$ cat src/rtl/pipeline_hazard_ctrl.sv
// Stall/flush controller for a 5-stage RV32I pipeline: load-use bubbles, EX-stage
// redirects, data-memory waits with a timeout watchdog, and a saturating stall counter.
module pipeline_hazard_ctrl #(
  parameter logic [7:0] MEM_TIMEOUT = 8'd16
) (
  input  logic        clk,
  input  logic        rst,
  input  logic [4:0]  id_rs1,
  input  logic [4:0]  id_rs2,
  input  logic        id_uses_rs1,
  input  logic        id_uses_rs2,
  input  logic [4:0]  ex_rd,
  input  logic        ex_mem_read,
  input  logic        ex_reg_write,
  input  logic        ex_branch_taken,
  input  logic        mem_req,
  input  logic        mem_ready,
  output logic        pc_en,
  output logic        ifid_en,
  output logic        ifid_flush,
  output logic        idex_en,
  output logic        idex_flush,
  output logic        exmem_en,
  output logic        memwb_en,
  output logic        mem_timeout_err,
  output logic [15:0] stall_count
);

  typedef enum logic [1:0] {
    RUN      = 2'd0,
    MEM_WAIT = 2'd1,
    ERR      = 2'd2
  } state_e;

  state_e      state_q;
  logic [7:0]  wait_cnt_q;
  logic [7:0]  wait_cnt_d;
  logic [15:0] stall_cnt_q;
  logic [15:0] stall_cnt_d;
  logic        err_q;

  logic mstall;
  logic lu_haz;
  logic rs1_hit;
  logic rs2_hit;

  // Hazard detection and the wait count the current stalled cycle would produce
  always_comb begin
    mstall  = mem_req & ~mem_ready;
    rs1_hit = id_uses_rs1 & (id_rs1 == ex_rd);
    rs2_hit = id_uses_rs2 & (id_rs2 == ex_rd);
    lu_haz  = ex_mem_read & ex_reg_write & (ex_rd != 5'd0) & (rs1_hit | rs2_hit);
    if (state_q == MEM_WAIT) begin
      wait_cnt_d = wait_cnt_q + 8'd1;
    end else begin
      wait_cnt_d = 8'd1;
    end
  end

  // Zero-latency enable/flush decode; a memory stall freezes everything
  always_comb begin
    pc_en      = 1'b0;
    ifid_en    = 1'b0;
    ifid_flush = 1'b0;
    idex_en    = 1'b0;
    idex_flush = 1'b0;
    exmem_en   = 1'b0;
    memwb_en   = 1'b0;
    if (rst) begin
      pc_en = 1'b0;
    end else begin
      case (state_q)
        RUN, MEM_WAIT: begin
          if (mstall) begin
            pc_en = 1'b0;
          end else if (ex_branch_taken) begin
            // The squashed ID instruction makes any load-use hazard moot
            pc_en      = 1'b1;
            ifid_en    = 1'b1;
            ifid_flush = 1'b1;
            idex_en    = 1'b1;
            idex_flush = 1'b1;
            exmem_en   = 1'b1;
            memwb_en   = 1'b1;
          end else if (lu_haz) begin
            idex_en    = 1'b1;
            idex_flush = 1'b1;
            exmem_en   = 1'b1;
            memwb_en   = 1'b1;
          end else begin
            pc_en    = 1'b1;
            ifid_en  = 1'b1;
            idex_en  = 1'b1;
            exmem_en = 1'b1;
            memwb_en = 1'b1;
          end
        end
        default: begin
          pc_en = 1'b0;
        end
      endcase
    end
  end

  // Stall counter saturates instead of wrapping; ERR cycles are not counted
  always_comb begin
    if (!pc_en && (state_q != ERR) && (stall_cnt_q != 16'hFFFF)) begin
      stall_cnt_d = stall_cnt_q + 16'd1;
    end else begin
      stall_cnt_d = stall_cnt_q;
    end
  end

  // Controller FSM with memory-timeout watchdog
  always_ff @(posedge clk) begin
    if (rst) begin
      state_q     <= RUN;
      wait_cnt_q  <= 8'd0;
      stall_cnt_q <= 16'd0;
      err_q       <= 1'b0;
    end else begin
      stall_cnt_q <= stall_cnt_d;
      case (state_q)
        RUN, MEM_WAIT: begin
          if (mstall) begin
            wait_cnt_q <= wait_cnt_d;
            if (wait_cnt_d == MEM_TIMEOUT) begin
              state_q <= ERR;
              err_q   <= 1'b1;
            end else begin
              state_q <= MEM_WAIT;
            end
          end else begin
            state_q    <= RUN;
            wait_cnt_q <= 8'd0;
          end
        end
        ERR: begin
          state_q <= ERR;
          err_q   <= 1'b1;
        end
        default: begin
          state_q    <= RUN;
          wait_cnt_q <= 8'd0;
        end
      endcase
    end
  end

  assign mem_timeout_err = err_q;
  assign stall_count     = stall_cnt_q;

endmodule

$ cat config.mk
export PLATFORM = sky130hd
export DESIGN_NAME = pipeline_hazard_ctrl
export DESIGN_NICKNAME = d
export VERILOG_FILES = /design/src/rtl/pipeline_hazard_ctrl.sv
export SDC_FILE = /design/constraint.sdc
export NUM_CORES = 1
export LEC_CHECK = 0
export BUFFER_PORTS_ARGS = -buffer_cell sky130_fd_sc_hd__buf_2
export CAP_MARGIN = 30
export CORE_MARGIN = 2
export CORE_UTILIZATION = 51
export CTS_BUF_LIST = sky130_fd_sc_hd__clkbuf_8
export DETAILED_ROUTE_END_ITERATION = 10
export MAX_ROUTING_LAYER = met4
export PLACE_DENSITY = 0.8
export SKIP_LAST_GASP = 1
export SYNTH_ARGS = -nofsm -noshare
export SYNTH_HDL_FRONTEND = slang
export SYNTH_SLANG_ARGS = --single-unit
$ cat constraint.sdc
create_clock -name clk -period 3.3 [get_ports clk]
set_clock_uncertainty 0.15 [all_clocks]
set_input_delay 0.66 -clock clk [delete_from_list [all_inputs] [get_ports clk]]
set_output_delay 0.66 -clock clk [all_outputs]
set_load 0.02 [all_outputs]
## After elaboration in Yosys (flattened, before gate mapping)

Cells that the tools add are included.

- $add $sub $neg: 2
- Equality and inequality tests: 9
- Mux-type cells: 26
- Bitwise logic cells: 8
- Reductions and logical operators: 8

Operators with widths:

| cell | number |
|---|---|
| 1-bit two-way mux | 19 |
| 16-bit by 1-bit adder with 16-bit output, second input constant | 1 |
| 8-bit two-way mux | 2 |
| 16-bit inequality test, second input constant | 1 |
| 8-bit case mux with 2 select lines | 1 |
| 5-bit equality test | 2 |
| 8-bit by 1-bit adder with 8-bit output, second input constant | 1 |
| 8-bit by 5-bit equality test with 1-bit output, second input constant | 1 |
| 1-bit bitwise AND | 6 |
| 2-bit inequality test, second input constant | 3 |
| 5-bit nonzero test | 1 |
| 2-bit two-way mux | 2 |
| 2-bit case mux with 2 select lines | 1 |
| 3-bit AND reduction | 1 |
| 2-bit by 1-bit equality test with 1-bit output, second input constant | 1 |
| 2-bit equality test, second input constant | 1 |
| 1-bit logical AND | 2 |
| 2-bit zero test | 1 |
| 1-bit case mux with 2 select lines | 1 |
| 2-bit nonzero test | 1 |
| 2-bit OR reduction | 1 |
| 1-bit zero test | 1 |
| 1-bit NOT | 1 |
| 1-bit OR | 1 |

- Register bits after elaboration: 27
- Input bits: 24
- Output and inout bits: 24
- Word-level logic and storage cells: 57

## Depth between registers and ports, before layout

Gate-level depths: netlist of the first run.

- Depth after elaboration: 12
- Depth in mapped cells: 9
- Depth with buffers taken out: 7

## Worst setup path after synthesis of the first run

OpenSTA, ideal clock, no wires.

- Kind: input to output
- Start point: input port mem_req
- End point: output port pc_en
- Data arrival time: 2524 ps
- Data required time: 2490 ps
- Slack: -34 ps
- Stages: 7
- Path buffers: 3
- Cell sequence: nor2b_1 nor3_1 o31ai_4 inv_2 buf_6 buf_2 buf_4

- Longest elaborated chain between the ends: 4

RTL lines:

| element | line | RTL |
|---|---|---|
| start, declared | 16 | `input logic mem_req,` |
| 1-bit bitwise AND | 49 | `mstall = mem_req & ~mem_ready;` |
| 1-bit two-way mux (3 in series) | n/a |  |
| end, declared | 18 | `output logic pc_en,` |

Every way passes these cells.

## Final worst setup path of the first run

- Start point: input port ex_rd[0]
- End point: output port pc_en

- Longest elaborated chain between the ends: 9
- Elaborated cells on any way between the ends: 13
- Those cells by class: eq/ne: 2; mux: 5; bitwise: 5; reduce/logical: 1

RTL lines:

| element | line | RTL |
|---|---|---|
| start, declared | 12 | `input logic [4:0] ex_rd,` |
| 5-bit equality test (on tied branches) | 50, 51 |  |
| 1-bit bitwise AND (on tied branches) | 50, 51 |  |
| 1-bit OR | 52 | `lu_haz = ex_mem_read & ex_reg_write & (ex_rd != 5'd0) & (rs1_hit \| rs2_hit);` |
| 1-bit bitwise AND * | 52 |  |
| 1-bit two-way mux * | 85 | `end else if (lu_haz) begin` |
| 1-bit two-way mux * | 76 | `end else if (ex_branch_taken) begin` |
| 1-bit two-way mux * | 74 | `if (mstall) begin` |
| 1-bit two-way mux * | 72 | `case (state_q)` |
| 1-bit two-way mux * | 69 | `if (rst) begin` |

Mark *: on every way between the ends. The rest lies on a longest branch, timed or not.

==> results of run 1 <==
## stage by stage
stage | cells | hold slack (ns) | cell area, um^2 | setup slack (ns) | utilization
floorplan | 198 | 0.322 | 1620 | 0.278 | -
CTS | 286 | 0.340 | 1920 | 0.202 | 0.633
detailed placement | 282 | 0.318 | 1870 | 0.204 | 0.618
global placement | 282 | 0.309 | 1870 | 0.223 | 0.618
finish | 286 | 0.335 | 1920 | 0.213 | 0.633
global route | 286 | 0.354 | 1920 | 0.110 | 0.633
## final cells by class
class	instances	area, um^2
Tap cell	44	55.1
Sequential cell	27	541
Multi-Input combinational cell	159	1010
Clock buffer	3	41.3
Fill cell	286	1110
Inverter	3	11.3
Clock inverter	1	5.00
Timing Repair Buffer	49	250
## worst max path at each step
stage / cells after the start / endpoint
6_report: 6 / pc_en
5_1_grt: 6 / ifid_en
4_1_cts: 6 / pc_en
3_5_place_dp: 6 / pc_en
3_3_place_gp: 6 / pc_en
2_1_floorplan: 7 / pc_en
## per-layer routing
| layer | track usage | share of wire | wire, um |
|---|---|---|---|
| met2 | 0.340 | 0.46 | 1720 |
| met5 | - | 0 | 0 |
| met3 | 0.0195 | 0.053 | 196 |
| met4 | 0.130 | 0.026 | 96 |
| met1 | 0.279 | 0.46 | 1710 |
## flip-flops by register name, summed over array words and instances (netlist names)
register	count
state_q	2
wait_cnt_q	8
stall_count	16
mem_timeout_err	1
## layout by cell type (no fill, tap or decap), types with 3 or more instances in the layout
cell / instances
buf_2: 47
dfxtp_1: 27
nor2_1: 17
a21oi_1: 17
nand2_1: 15
nand3_1: 14
or4_1: 10
nor2b_1: 10
xor2_1: 8
o21ai_0: 8
o31ai_1: 7
xnor2_1: 6
mux2_2: 5
nor4_1: 4
and3_1: 4
or3_1: 4
nor3b_1: 3
clkbuf_8: 3
## critical path: cells and delay by family
family	cells	cell delay, ns
buf+inv	3	0.66
simple gates	1	0.51
compound gates	2	0.44
## power groups by stage
stage          logic [W]  clock network, W  registers, W
3_5_place_dp   0.0000802                 0      0.000342
6_report       0.0000801          0.000194      0.000334
5_1_grt        0.0000871          0.000207      0.000335
2_1_floorplan  0.0000492                 0      0.000344
3_3_place_gp   0.0000789                 0      0.000341
4_1_cts        0.0000806          0.000198      0.000334
## cells by family (layout without fill, tap and decap cells)
family	Yosys count	in the layout	share of synthesized area
fa+ha+maj	2	2	0.0155
xor+xnor	14	14	0.0759
flops	27	27	0.334
buf+inv	12	56	0.0410
mux	6	6	0.0410
simple gates	94	94	0.320
compound gates	43	43	0.172
==> metrics.cfg, run 1 <==
[cts]
clkSlewWorstSetupHoldPaths_ns = 0.09
cts_hold_buffers = 0
root_buffer = clkbuf_8
cts_buffers = 3
cts.sinks = 27
post_cts_buffers = 0
tritoncts = done
clockBufferDepth = 2
cts_resized = 0
insertion_delay_ns = 0.28
htreeDepth = 1

[grt]
grt_overflow = 0
grt_pass1_wl_mm = 5.89
grt_max_degree = 33
grt_pass1_vias = 1363
grt_use_total = 0.221
antenna_found_initial = 0

[power]
p_sw_w = 0.000162
clkPwrFrac = 0.319
p_int_w = 0.000446
comb_power_share = 0.132
power.total_w = 0.000608
p_per_area_nw_per_um2 = 317
seq_power_share = 0.550
peakVddDrop_v = 0.000208
swShare = 0.266
p_leak_nw = 0.732

[critical_path]
r2r_cells = 7
critical_path_class = in -> out
critPathMaxFanout = 24
worst_ep_required_time_ns = 2.49
rr_endpoint = stall_count[7]
crit_arrival_ns = 2.28
critPathMaxStageDelay_ns = 0.51
reg2reg_slack_ns = 0.87
crit_top_cell = buf_2
startpoint_type = input pin
path_cells = buf_2, or4_1, o211ai_1, o31ai_4, inv_2, buf_2
critical_path.slowest_cell = or4_1
r2r_start = stall_count[0]
cp-end-kind = primary output
critPathLaunch = ex_rd[0]

[placement]
gp_congestion = 0.856
portBuffers = 47
dpl.hpwl_mm = 2.73

[synth]
synth_warnings = 0
yosys.area.top_type = dfxtp_1
synth_seq_cells = 27
synthCells = 198
ys_top_cells_by_area = dfxtp_1 (33%), a21oi_1 (5.3%), or4_1 (4.6%)
async_flop_share = 0
avgSynthCellArea_um2 = 8.16
synth_area_um2 = 1620
synth_cell_type_count = 43
synth_top_area_share = 0.334
synth_nets = 224
ys.flop_type = dfxtp_1
synth_edf_count = 0
synth_most_common_cell = dfxtp_1
yosysSeqAreaShare = 0.334
synth.top_cells.by_count = dfxtp_1 (27), a21oi_1 (17), nor2_1 (17)

[drt]
viasPerCell = 5.65
detail-route-antenna-nets = 0
drc = 0
drtPass1Iterations = 4
drt-total-wl_mm = 3.72
drt_iter0_drc = 74
dr_total_vias = 1617
wire_per_inst_um = 13.0

[finish]
final_nets = 269
drive_above_1_share = 0.260
diodes = 0
syn_to_final_growth_pct = 18.7

[timing]
relSlewSlack = 0.695
final.min_clock_period_ns = 3.09
fin_crit_sh = 0.936
timing_hold_violations_final = 0
drv_slew = 0
setup_tns_ns = 0
clock.fmax_mhz = 324
rsz0062_at_grt = no
tightest_slew_ns = 0.457
setup_viol = 0

[run_status]
outcome = finished, final reports clean

[worst_hold_path]
hold_path_depth = 1
holdCritStartpoint = mem_timeout_err
hp-class = reg -> reg
min_to = mem_timeout_err

[floorplan]
start_util = 0.534
dieArea_um2 = 3640
num_rows = 20
coreArea_um2 = 3030
die_y_um = 60.3
ios = 48
dieWidth_um = 60.3

[run]
maxCapViolCount = 0

No activity file was read; power rests on OpenSTA's default activity.
==> run 2: changes to the inputs <==
--- a/config.mk
+++ b/config.mk
@@ -9,7 +9,7 @@
 export CAP_MARGIN = 30
 export CORE_MARGIN = 2
 export CORE_UTILIZATION = 51
-export CTS_BUF_LIST = sky130_fd_sc_hd__clkbuf_8
+export CTS_BUF_LIST = sky130_fd_sc_hd__clkbuf_4 sky130_fd_sc_hd__clkbuf_8
 export DETAILED_ROUTE_END_ITERATION = 10
 export MAX_ROUTING_LAYER = met4
 export PLACE_DENSITY = 0.8
==> run 2 against run 1 <==
Net effect:
- largest cell class unchanged
- cell area down 0.98%
- utilization is 0.62 points lower
- routed wire length fell by 1.6%
- cell count is the same
- largest power group unchanged
- maximum frequency is 0.17% lower
==> metrics.cfg, run 2 (synthesis results as in run 1) <==
[cts]
cts_resized = 0  ; unchanged
cts_hold_buffers = 0  ; unchanged
clkSlewWorstSetupHoldPaths_ns = 0.14  ; was 0.09 ns
tritoncts = done  ; unchanged
root_buffer = clkbuf_4  ; was clkbuf_8
clockBufferDepth = 2  ; unchanged
cts.sinks = 27  ; unchanged
cts_buffers = 3  ; unchanged
post_cts_buffers = 0  ; unchanged
insertion_delay_ns = 0.34  ; was 0.28 ns
htreeDepth = 1  ; unchanged

[critical_path]
r2r_cells = 7  ; unchanged
worst_ep_required_time_ns = 2.49  ; about the same
rr_endpoint = stall_count[7]  ; unchanged
crit_arrival_ns = 2.28  ; about the same
reg2reg_slack_ns = 0.86  ; was 0.87 ns
critPathMaxFanout = 24  ; unchanged
critPathCapture = pc_en  ; unchanged
startpoint_type = input pin  ; unchanged
critical_path_class = in -> out  ; unchanged
critPathLaunch = ex_rd[0]  ; unchanged
r2r_start = stall_count[1]  ; was stall_count[0]
cp-end-kind = primary output  ; unchanged

[drt]
dr_total_vias = 1616  ; was 1617
drtPass1Iterations = 4  ; unchanged
wire_per_inst_um = 12.8  ; was 13.0 um
detail-route-antenna-nets = 0  ; unchanged
drc = 0  ; unchanged
viasPerCell = 5.65  ; about the same
drt_iter0_drc = 48  ; was 74
drt-total-wl_mm = 3.66  ; was 3.72 mm

[grt]
grt_pass1_vias = 1355  ; was 1363
grt_use_total = 0.219  ; was 0.221
grt_max_degree = 33  ; unchanged
grt_overflow = 0  ; unchanged
grt_pass1_wl_mm = 5.86  ; was 5.89 mm
antenna_found_initial = 0  ; unchanged

[power]
peakVddDrop_v = 0.000145  ; was 0.000208 V
p_int_w = 0.000407  ; was 0.000446 W
comb_power_share = 0.142  ; was 0.132
p_per_area_nw_per_um2 = 297  ; was 317 nW/um^2
seq_power_share = 0.594  ; was 0.550
swShare = 0.278  ; was 0.266
clkPwrFrac = 0.264  ; was 0.319
p_leak_nw = 0.725  ; was 0.732 nW
p_sw_w = 0.000156  ; was 0.000162 W

[timing]
clock.fmax_mhz = 323  ; was 324 MHz
fin_crit_sh = 0.937  ; was 0.936
final.min_clock_period_ns = 3.09  ; about the same
rsz0062_at_grt = no  ; unchanged
timing_hold_violations_final = 0  ; unchanged
fin_ws_ns = 0.208  ; was 0.213 ns
drv_slew = 0  ; unchanged
setup_tns_ns = 0  ; unchanged
relSlewSlack = 0.691  ; was 0.695
setup_viol = 0  ; unchanged
tightest_slew_ns = 0.463  ; was 0.457 ns

[floorplan]
num_rows = 20  ; unchanged
coreArea_um2 = 3030  ; unchanged
die_y_um = 60.3  ; unchanged
dieWidth_um = 60.3  ; unchanged
start_util = 0.534  ; unchanged
dieArea_um2 = 3640  ; unchanged
ios = 48  ; unchanged

[run_status]
outcome = finished, final reports clean  ; unchanged

[finish]
final_common_cell = buf_2  ; unchanged
drive_above_1_share = 0.260  ; unchanged
diodes = 0  ; unchanged
most-common-layout-cells = buf_2 (47), dfxtp_1 (27), nor2_1 (17), a21oi_1 (17), nand2_1 (15)  ; unchanged
syn_to_final_growth_pct = 17.5  ; was 18.7%
final_nets = 269  ; unchanged
largest_reg_flops = 16  ; unchanged

[worst_hold_path]
hp-class = reg -> reg  ; unchanged

[placement]
portBuffers = 47  ; unchanged
pre_cts_ws_ns = 0.204  ; unchanged
gp_congestion = 0.856  ; unchanged
dpl.hpwl_mm = 2.73  ; unchanged

[run]
maxCapViolCount = 0  ; unchanged

==> run 2: per-stage QoR <==
step	hold WS [ns]	std cells	utilization	power [W]	instance area (um^2)
finish	0.348	286	0.627	0.000564	1900
global route	0.367	286	0.627	0.000589	1900
CTS	0.351	286	0.627	0.000568	1900
detailed placement	0.318	282	0.618	0.000422	1870
global placement	0.309	282	0.618	0.000420	1870
floorplan	0.322	198	-	0.000393	1620
==> run 2: power groups by stage <==
stage	combinational, W	clock, W	sequential [W]
final	0.0000799	0.000149	0.000335
after global routing	0.0000870	0.000167	0.000336
after CTS	0.0000805	0.000153	0.000335
after detailed placement	0.0000802	0	0.000342
after global placement	0.0000789	0	0.000341
after floorplan	0.0000492	0	0.000344
==> run 2: final cells by class <==
cell class / count / area [um^2]
inverters: 3 / 11.3
well taps: 44 / 55.1
multi-input cells: 159 / 1010
repair buffers: 49 / 250
clock inverters: 1 / 5.00
clock buffers: 3 / 22.5
fillers: 288 / 1130
flip-flops and latches: 27 / 541
==> run 2: worst min-delay path by stage <==
| stage | start | endpoint | cells after the start |
|---|---|---|---|
| after floorplan | wait_cnt_q[6] | wait_cnt_q[6] | 2 |
| after global placement | mem_timeout_err | mem_timeout_err | 1 |
| after detailed placement | mem_timeout_err | mem_timeout_err | 1 |
| after CTS | mem_timeout_err | mem_timeout_err | 1 |
| after global routing | mem_timeout_err | mem_timeout_err | 1 |
| final | mem_timeout_err | mem_timeout_err | 1 |
==> run 2: worst max-delay path, cell delays in order <==
cell	delay, ns
buf_2	0.12
or4_1	0.51
o211ai_1	0.32
o31ai_4	0.13
inv_2	0.30
buf_2	0.24
==> run 2: layer usage <==
metal | part of all wire | vias up | track usage
met3 | 0.049 | 6 | 0.0195
li1 | - | 814 | -
met4 | 0.026 | 0 | 0.121
met2 | 0.46 | 53 | 0.332
met1 | 0.47 | 743 | 0.284
met5 | 0 | - | -
